==> config.mk <==
export PLATFORM = sky130hd
export DESIGN_NAME = sub_seq_ctrl
export DESIGN_NICKNAME = d
export VERILOG_FILES = /design/src/rtl/sub_seq_ctrl.sv
export SDC_FILE = /design/constraint.sdc
export NUM_CORES = 1
export LEC_CHECK = 0
export CAP_MARGIN = 15
export CORE_MARGIN = 1.5
export CORE_UTILIZATION = 54
export DETAILED_ROUTE_END_ITERATION = 8
export PLACE_DENSITY = 0.85
export SETUP_SLACK_MARGIN = 0.02
export SYNTH_ARGS = -nofsm -noshare
export SYNTH_HDL_FRONTEND = slang
export SYNTH_SLANG_ARGS = --single-unit
==> constraint.sdc <==
create_clock -name clk -period 7.5 [get_ports clk]
set_input_delay 1.125 -clock clk [delete_from_list [all_inputs] [get_ports clk]]
set_output_delay 1.125 -clock clk [all_outputs]
set_load 0.01 [all_outputs]
==> src/rtl/sub_seq_ctrl.sv <==
// ---------------------------------------------------------------------------
// sub_seq_ctrl -- nibble-serial multi-word subtractor sequencer.
//
// Accepts WIDTH-bit operands over a valid/ready handshake. It then runs one
// shared 4-bit ripple-borrow slice for WIDTH/4 cycles, least-significant
// nibble first, and carries the borrow between cycles in a register. The
// result is held until the consumer takes it.
//
// Ports
//   clk, rst_n           clock (rising edge), async active-low reset
//   in_valid / in_ready  operand handshake (in_ready only in IDLE)
//   a, b, bin            minuend, subtrahend, borrow-in to nibble 0
//   out_valid/out_ready  result handshake (out_valid only in DONE)
//   diff, bout           a - b - bin mod 2^WIDTH, borrow-out of top nibble
//   busy                 high in RUN or DONE
//   zero, ovf            diff==0 / signed overflow (SUB_SEQ_FLAGS_EN only)
//
// Build option: define SUB_SEQ_FLAGS_EN to add the zero/ovf flag outputs.
// ---------------------------------------------------------------------------

// One full-subtractor cell: d = x - y - bi.
module sub_seq_fs (
  input  logic i_x,
  input  logic i_y,
  input  logic i_bi,
  output logic o_d,
  output logic o_bo
);
  assign o_d  = i_x ^ i_y ^ i_bi;
  assign o_bo = (~i_x & i_y) | (~(i_x ^ i_y) & i_bi);
endmodule

module sub_seq_ctrl #(
  parameter int WIDTH = 16
) (
  input  logic             clk,
  input  logic             rst_n,
  input  logic             in_valid,
  output logic             in_ready,
  input  logic [WIDTH-1:0] a,
  input  logic [WIDTH-1:0] b,
  input  logic             bin,
  output logic             out_valid,
  input  logic             out_ready,
  output logic [WIDTH-1:0] diff,
  output logic             bout,
`ifdef SUB_SEQ_FLAGS_EN
  output logic             zero,
  output logic             ovf,
`endif
  output logic             busy
);

  localparam int NNIB = WIDTH / 4;
  localparam int CW   = (NNIB > 1) ? $clog2(NNIB) : 1;

  if ((WIDTH % 4) != 0 || WIDTH < 4) begin : g_width_chk
    $error("sub_seq_ctrl: WIDTH must be a multiple of 4 and >= 4");
  end

  typedef enum logic [1:0] {S_IDLE, S_RUN, S_DONE} state_t;

  state_t           r_state, w_state_nxt;
  logic [WIDTH-1:0] r_a, r_b, r_diff;
  logic             r_borrow, r_bout;
  logic [CW-1:0]    r_cnt;

  logic [3:0]       w_a_nib, w_b_nib, w_d_nib;
  logic [4:0]       w_bc;
  logic [WIDTH-1:0] w_diff_nxt;
  logic             w_last;

  assign w_last = (r_cnt == CW'(NNIB - 1));

  // ---- shared 4-bit slice ----
  assign w_a_nib = r_a[{r_cnt, 2'b00} +: 4];
  assign w_b_nib = r_b[{r_cnt, 2'b00} +: 4];
  assign w_bc[0] = r_borrow;

  for (genvar i = 0; i < 4; i++) begin : g_cell
    sub_seq_fs u_fs (
      .i_x  (w_a_nib[i]),
      .i_y  (w_b_nib[i]),
      .i_bi (w_bc[i]),
      .o_d  (w_d_nib[i]),
      .o_bo (w_bc[i+1])
    );
  end

  // Full difference as it will look after this edge; on the last nibble this
  // is the final result, which the flags are computed from.
  always_comb begin
    w_diff_nxt = r_diff;
    w_diff_nxt[{r_cnt, 2'b00} +: 4] = w_d_nib;
  end

  // ---- FSM: state register ----
  always_ff @(posedge clk or negedge rst_n) begin
    if (!rst_n) r_state <= S_IDLE;
    else        r_state <= w_state_nxt;
  end

  // ---- FSM: next state ----
  always_comb begin
    w_state_nxt = r_state;
    case (r_state)
      S_IDLE:  if (in_valid)  w_state_nxt = S_RUN;
      S_RUN:   if (w_last)    w_state_nxt = S_DONE;
      S_DONE:  if (out_ready) w_state_nxt = S_IDLE;
      default:                w_state_nxt = S_IDLE;
    endcase
  end

  // ---- FSM: outputs ----
  always_comb begin
    in_ready  = 1'b0;
    out_valid = 1'b0;
    busy      = 1'b0;
    case (r_state)
      S_IDLE:  in_ready = 1'b1;
      S_RUN:   busy     = 1'b1;
      S_DONE:  begin out_valid = 1'b1; busy = 1'b1; end
      default: in_ready = 1'b0;
    endcase
  end

  // ---- datapath ----
  always_ff @(posedge clk or negedge rst_n) begin
    if (!rst_n) begin
      r_a      <= '0;
      r_b      <= '0;
      r_diff   <= '0;
      r_borrow <= 1'b0;
      r_bout   <= 1'b0;
      r_cnt    <= '0;
    end else if (r_state == S_IDLE && in_valid) begin
      r_a      <= a;
      r_b      <= b;
      r_borrow <= bin;
      r_cnt    <= '0;
      r_diff   <= '0;   // unprocessed nibbles read 0 during RUN
    end else if (r_state == S_RUN) begin
      r_diff   <= w_diff_nxt;
      r_borrow <= w_bc[4];
      if (w_last) r_bout <= w_bc[4];
      else        r_cnt  <= r_cnt + CW'(1);
    end
  end

  assign diff = r_diff;
  assign bout = r_bout;

`ifdef SUB_SEQ_FLAGS_EN
  logic r_zero, r_ovf;

  always_ff @(posedge clk or negedge rst_n) begin
    if (!rst_n) begin
      r_zero <= 1'b0;
      r_ovf  <= 1'b0;
    end else if (r_state == S_RUN && w_last) begin
      r_zero <= (w_diff_nxt == '0);
      r_ovf  <= (r_a[WIDTH-1] != r_b[WIDTH-1]) &&
                (w_diff_nxt[WIDTH-1] != r_a[WIDTH-1]);
    end
  end

  assign zero = r_zero;
  assign ovf  = r_ovf;
`endif

endmodule
==> flow_metrics.env, run 1 <==
export IMPL_row_count=24
export IMPL_p_leak_nw=1.533
export IMPL_synth_area_per_cell_um2=9.903
export IMPL_ys_ff_latch=54
export IMPL_dieArea_um2=5172
export IMPL_die_w_um=71.92
export IMPL_initial_core_util_pct=57.33
export IMPL_ys_async_sr_fraction_pct=100.0
export IMPL_cts_root_buf="clkbuf_8"
export IMPL_hold_violations=0
export IMPL_final_nets=361
export IMPL_cp_num_buf_inv=3
export IMPL_synth_distinct_cells=34
export IMPL_postCtsHoldBufs=0
export IMPL_peakVddDrop_mv=0.2168
export IMPL_path_class="reg -> reg"
export IMPL_drc=0
export IMPL_cp_common_cell="fa_1"
export IMPL_relSlewSlack_pct=27.95
export IMPL_yosysTopAreaCellShare_pct=52.68
export IMPL_synthMuxAreaShare_pct=8.683
export IMPL_critPathTopFamily="adder cells"
export IMPL_synthAdderAreaFrac_pct=6.537
export IMPL_synth_area_um2=2565
export IMPL_crit_path_cell_trace="mux4_2 > inv_1 > fa_1 > inv_1 > fa_1 > fa_1 > inv_1 > fa_1 > or4_1 > a21oi_1"
export IMPL_cp_required_ns=7.74
export IMPL_grt_pass1_vias=1889
export IMPL_worstSetupEndpointType="flip-flop"
export IMPL_gr_max_usage_layer="met2"
export IMPL_fin_skew_ns=0.003627
export IMPL_grt_pass1_wl_um=8838
export IMPL_cp_arrival_ns=3.98
export IMPL_synth_compound_area_share_pct=5.951
export IMPL_synth_xor_area_share_pct=0.3415
export IMPL_finalMaxSlewViolations=0
export IMPL_final_setup_viol_count=0
export IMPL_use_met3_pct=4.583
export IMPL_track_usage_pct=21.95
export IMPL_met2_usage_pct=36.63
export IMPL_cp_slowest_cell="dfrtp_1"
export IMPL_post_drt_wl_per_cell_um=13.96
export IMPL_power_density_nw_per_um2=426.2
export IMPL_cts_clk_slew_worst_paths_ns=0.09
export IMPL_synth_simple_gate_area_share_pct=22.34
export IMPL_die_h_um=71.92
export IMPL_cts_tree="done"
export IMPL_rrSetupSlack_ns=3.76
export IMPL_num_vias=1987
export IMPL_drtAntennaViolNets=0
export IMPL_critPathMaxFanout=16
export IMPL_cap_violations=0
export IMPL_min_period_over_period_pct=49.87
export IMPL_cts_repair_resized=0
export IMPL_syn_inst=259
export IMPL_drt_iter0_drc=164
export IMPL_antenna_found_initial=0
export IMPL_post_cts_buffers=0
export IMPL_clk_path_buf_depth=2
export IMPL_finalCriticalPeriod_ns=3.740
export IMPL_worstSetupStartpointType="flip-flop"
export IMPL_routabilityCongestion=0.7717
export IMPL_status="completed"
export IMPL_tightestPinTransition_ns=1.078
export IMPL_ioPinCount=57
export IMPL_area_growth_synth_to_final_pct=27.17
export IMPL_max_stage_delay_ns=0.81
export IMPL_ys_warn_count=0
export IMPL_drive_above_1_share_pct=7.643
export IMPL_hpwl_um=3504
export IMPL_clock_latency_ns=0.31
export IMPL_grt_max_degree=55
export IMPL_synth_edf_count=0
export IMPL_synth_flop_cell="dfrtp_1"
export IMPL_viasPerCell=5.429
export IMPL_synth_area_top_cells="dfrtp_1, nand2_1, mux4_2"
export IMPL_met1_usage_pct=29.50
export IMPL_antennaDiodeCount=0
export IMPL_hold_class="reg -> reg"
export IMPL_synth_most_common_cell="nand2_1"
export IMPL_tns_ns=0
export IMPL_drt_total_wl_um=5109
export IMPL_cts_buffers=5
export IMPL_rsz0062_at_grt="false"
export IMPL_grt_ovfl_total=0
export IMPL_cts_sink_count=54
export IMPL_h_tree_depth=2
export IMPL_core_um2=4474
export IMPL_ys_seq_area_share_pct=52.68
export IMPL_place_area_um2=3153
export IMPL_final_cell_area_um2=3262
export IMPL_synthesis_nets=307
export IMPL_dr_pass1_iters=5
export IMPL_yosysTopAreaCell="dfrtp_1"
export IMPL_fmax_ghz=0.2674
export IMPL_synth_top_family_by_area="simple AND/OR/NAND/NOR gates"
export IMPL_io_buffers=56
export IMPL_yosys_top_cells_count="nand2_1, dfrtp_1, inv_1, mux4_2, ha_1"
[where the power goes]
part	internal [mW]	switching (mW)	total [mW]
Clock	0.0983	0.0938	0.192
Combinational	0.322	0.384	0.706
Sequential	0.406	0.0862	0.492
Total	0.826	0.564	1.39
[cells in the final DEF, fill, tap and decap left out, drive strengths merged, types with 3 or more instances in the layout]
master and count:
nand2 111, nor2 6, a21oi 7, mux4 8
clkbuf 5, dfrtp 54, o21ai 3, inv 11
ha 7, fa 4, or3 3, nand2b 5
buf 3, nand4 3, clkdlybuf4s50 55
[stage by stage]
step           hold slack, ns  instances  utilization, %  power [mW]  setup slack [ns]
2_1_floorplan          0.4403        259               -      0.9663             4.279
6_report               0.4812        366           72.90       1.390             3.760
5_1_grt                0.5071        366           72.90       1.500             3.535
3_5_place_dp           0.4591        358           70.47       1.195             3.773
4_1_cts                0.4820        366           72.90       1.396             3.727
3_3_place_gp           0.4547        358           70.47       1.167             3.831
[final timing paths]
path	startpoint	to	cells after the start
setup reg to reg	r_cnt[0]$_DFFE_PN0P_	diff[15]$_DFFE_PN0P_	10
hold / removal	r_b[11]$_DFFE_PN0P_	r_b[11]$_DFFE_PN0P_	2
max in group asynchronous	rst_n	r_b[5]$_DFFE_PN0P_	2
min in group asynchronous	rst_n	diff[5]$_DFFE_PN0P_	2
hold reg to reg	r_b[11]$_DFFE_PN0P_	r_b[11]$_DFFE_PN0P_	2
setup / recovery	r_cnt[0]$_DFFE_PN0P_	diff[15]$_DFFE_PN0P_	10
[state kept, by name, indices dropped and copies added (netlist names)]
signal and flops:
diff 16, r_a 16, r_b 16, r_cnt 2, r_state 2, bout 1
r_borrow 1
[metal layers]
metal	vias up	wire length [um]
li1	953	-
met1	961	2274
met2	62	2560
met3	11	200
met4	0	73
met5	-	0
[worst min-delay path, cell delays in order (launching register included)]
cell and delay [ns]:
dfrtp_1 0.35, nand2_1 0.05, nand2_1 0.06
[logic make-up (layout without fill, tap and decap cells)]
logic type                 count (synthesis)  count (layout)
and+or+nand+nor                          137             137
DFF                                       54              54
muxes                                     12              12
xor gates and xnor gates                   1               1
adders and majority gates                 11              11
buffers and inverters                     22              77
AOI/OAI and AO/OA                         22              22
[layout make-up]
| cell class | instances | area (um^2) |
|---|---|---|
| sequential | 54 | 1351 |
| fill | 336 | 1212 |
| inverter | 11 | 41.29 |
| timing repair buffer | 58 | 570.5 |
| clock buffer | 5 | 68.82 |
| clock inverter | 3 | 40.04 |
| tap | 52 | 65.06 |
| multi-input combinational | 183 | 1125 |
Note: power is estimated with default switching activity, not from simulation.
==> inputs of run 2 (changes only) <==
Settings changed: CORE_UTILIZATION 54 to 45, PLACE_DENSITY 0.85 to 0.75.
Clock period 7.5 ns to 3.04 ns, I/O delays scaled along.
==> run 2 against run 1 <==
Worst hold slack lost 0.40 ns. Routed wire length grew 3.0%. Highest routed layer unchanged. Total power grew to 2.6 times the previous value. Sequential power grew 140%. Sequential share of layout area shrank 1.6 points. Global-route usage shrank 2.6 points. Maximum frequency grew 25%. Non-clock buffer count grew 11. Critical endpoint unchanged.
==> flow_metrics.env, run 2 (same netlist as run 1, synthesis figures left out) <==
export IMPL_clk_path_buf_depth=2
export IMPL_antennaDiodeCount=0
export IMPL_fmax_ghz=0.3345
export IMPL_tightestPinTransition_ns=0.5449
export IMPL_rsz0062_at_grt="true"
export IMPL_p_leak_nw=1.587
export IMPL_path_class="reg -> reg"
export IMPL_initial_core_util_pct=46.58
export IMPL_drt_total_wl_um=5261
export IMPL_ioPinCount=57
export IMPL_clock_latency_ns=0.31
export IMPL_dpl_worst_slack_ns=0.01909
export IMPL_post_route_util_pct=61.60
export IMPL_drt_iter0_drc=85
export IMPL_fin_skew_ns=0.004401
export IMPL_fin_ws_ns=0.05035
export IMPL_status="completed"
export IMPL_die_h_um=78.50
export IMPL_grt_pass1_wl_um=9218
export IMPL_area_growth_synth_to_final_pct=32.24
export IMPL_routabilityCongestion=0.8048
export IMPL_drive_above_1_share_pct=13.23
export IMPL_worstSetupEndpointType="flip-flop"
export IMPL_power_density_nw_per_um2=1084
export IMPL_final_setup_viol_count=0
export IMPL_fin_hold_ws_ns=0.08282
export IMPL_post_drt_wl_per_cell_um=13.25
export IMPL_num_vias=1994
export IMPL_dieArea_um2=6161
export IMPL_min_period_over_period_pct=98.34
export IMPL_peakVddDrop_mv=0.6862
export IMPL_final_common_cell="nand2_1"
export IMPL_row_count=27
export IMPL_critPathMaxFanout=3
export IMPL_worstSetupStartpointType="flip-flop"
export IMPL_finalMaxSlewViolations=0
export IMPL_track_usage_pct=19.31
export IMPL_final_nets=372
export IMPL_die_w_um=78.50
export IMPL_cap_violations=0
export IMPL_io_buffers=56
export IMPL_cp_arrival_ns=3.23
export IMPL_cp_required_ns=3.28
export IMPL_grt_max_degree=37
export IMPL_drtAntennaViolNets=0
export IMPL_postCtsHoldBufs=0
export IMPL_hpwl_um=4029
export IMPL_relSlewSlack_pct=63.67
export IMPL_final_cells=397
export IMPL_grt_pass1_vias=1966
export IMPL_drc=0
export IMPL_cts_root_buf="clkbuf_8"
export IMPL_grt_ovfl_total=0
export IMPL_hold_violations=0
export IMPL_core_um2=5507
export IMPL_h_tree_depth=2
export IMPL_cts_tree="done"
export IMPL_antenna_found_initial=0
export IMPL_cts_buffers=5
export IMPL_viasPerCell=5.023
export IMPL_cts_clk_slew_worst_paths_ns=0.09
export IMPL_finalCriticalPeriod_ns=2.990
export IMPL_dp_cells=386
export IMPL_dr_pass1_iters=4
export IMPL_final_cell_mix="nand2_1, clkdlybuf4s50_1, dfrtp_1"
export IMPL_hold_class="in -> async"
export IMPL_cts_sink_count=54
export IMPL_n_fill_cell=462
run 2: final timing paths:
kind	end	cells past startpoint	from	slack, ns
setup / recovery	diff[15]$_DFFE_PN0P_	10	r_cnt[0]$_DFFE_PN0P_	0.05
hold / removal	r_a[5]$_DFFE_PN0P_	1	rst_n	0.08
setup reg to reg	diff[15]$_DFFE_PN0P_	10	r_cnt[0]$_DFFE_PN0P_	0.05
hold reg to reg	diff[4]$_DFFE_PN0P_	2	diff[4]$_DFFE_PN0P_	0.48
max in group asynchronous	r_b[5]$_DFFE_PN0P_	2	rst_n	2.29
min in group clk	diff[4]$_DFFE_PN0P_	2	diff[4]$_DFFE_PN0P_	0.48
run 2: layout make-up:
| cell class | instances | area, um^2 | share of cell area (%) |
|---|---|---|---|
| Clock buffer | 5 | 68.82 | 2.029 |
| Tap cell | 72 | 90.09 | 2.656 |
| Timing Repair Buffer | 69 | 656.9 | 19.37 |
| Clock inverter | 3 | 40.04 | 1.180 |
| Sequential cell | 54 | 1353 | 39.87 |
| Multi-Input combinational cell | 183 | 1142 | 33.68 |
| Inverter | 11 | 41.29 | 1.217 |
run 2: worst max-delay path: stages, from the launching register on:
cell and delay, ns:
dfrtp_2 0.41, mux4_2 0.51, inv_2 0.08, fa_1 0.16, inv_1 0.05, fa_2 0.33, fa_2 0.34, inv_2 0.07
fa_1 0.44, or4_4 0.43, a21oi_2 0.12
run 2: metrics by stage:
| step | power, mW | cell area (um^2) | TNS (ns) |
|---|---|---|---|
| 3_5_place_dp | 3.115 | 3242 | 0 |
| 3_3_place_gp | 3.055 | 3242 | 0 |
| 6_report | 3.676 | 3392 | 0 |
| 4_1_cts | 3.599 | 3351 | 0 |
| 5_1_grt | 3.983 | 3392 | -0.04934 |
| 2_1_floorplan | 2.403 | 2574 | 0 |
run 2: where the power goes:
part | internal [mW] | switching [mW] | leakage, nW
logic | 0.979 | 1.05 | 0.837
registers | 1.00 | 0.175 | 0.692
clock network | 0.243 | 0.231 | 0.0579
run 2: routing by layer:
metal / vias up / part of all wire, % / global-route usage, %
met3: 13 / 5.8 / 4.419
met4: 0 / 2.1 / 6.071
met2: 66 / 50 / 32.52
met1: 937 / 42 / 24.75
li1: 978 / - / -
met5: - / 0 / 0
run 2: what timing repair did:
action / CTS / global route
setup endpoints to repair: 2 / 2
resized for setup: 0 / 6
pin swaps: 1 / 3
buffers inserted: 0 / 3
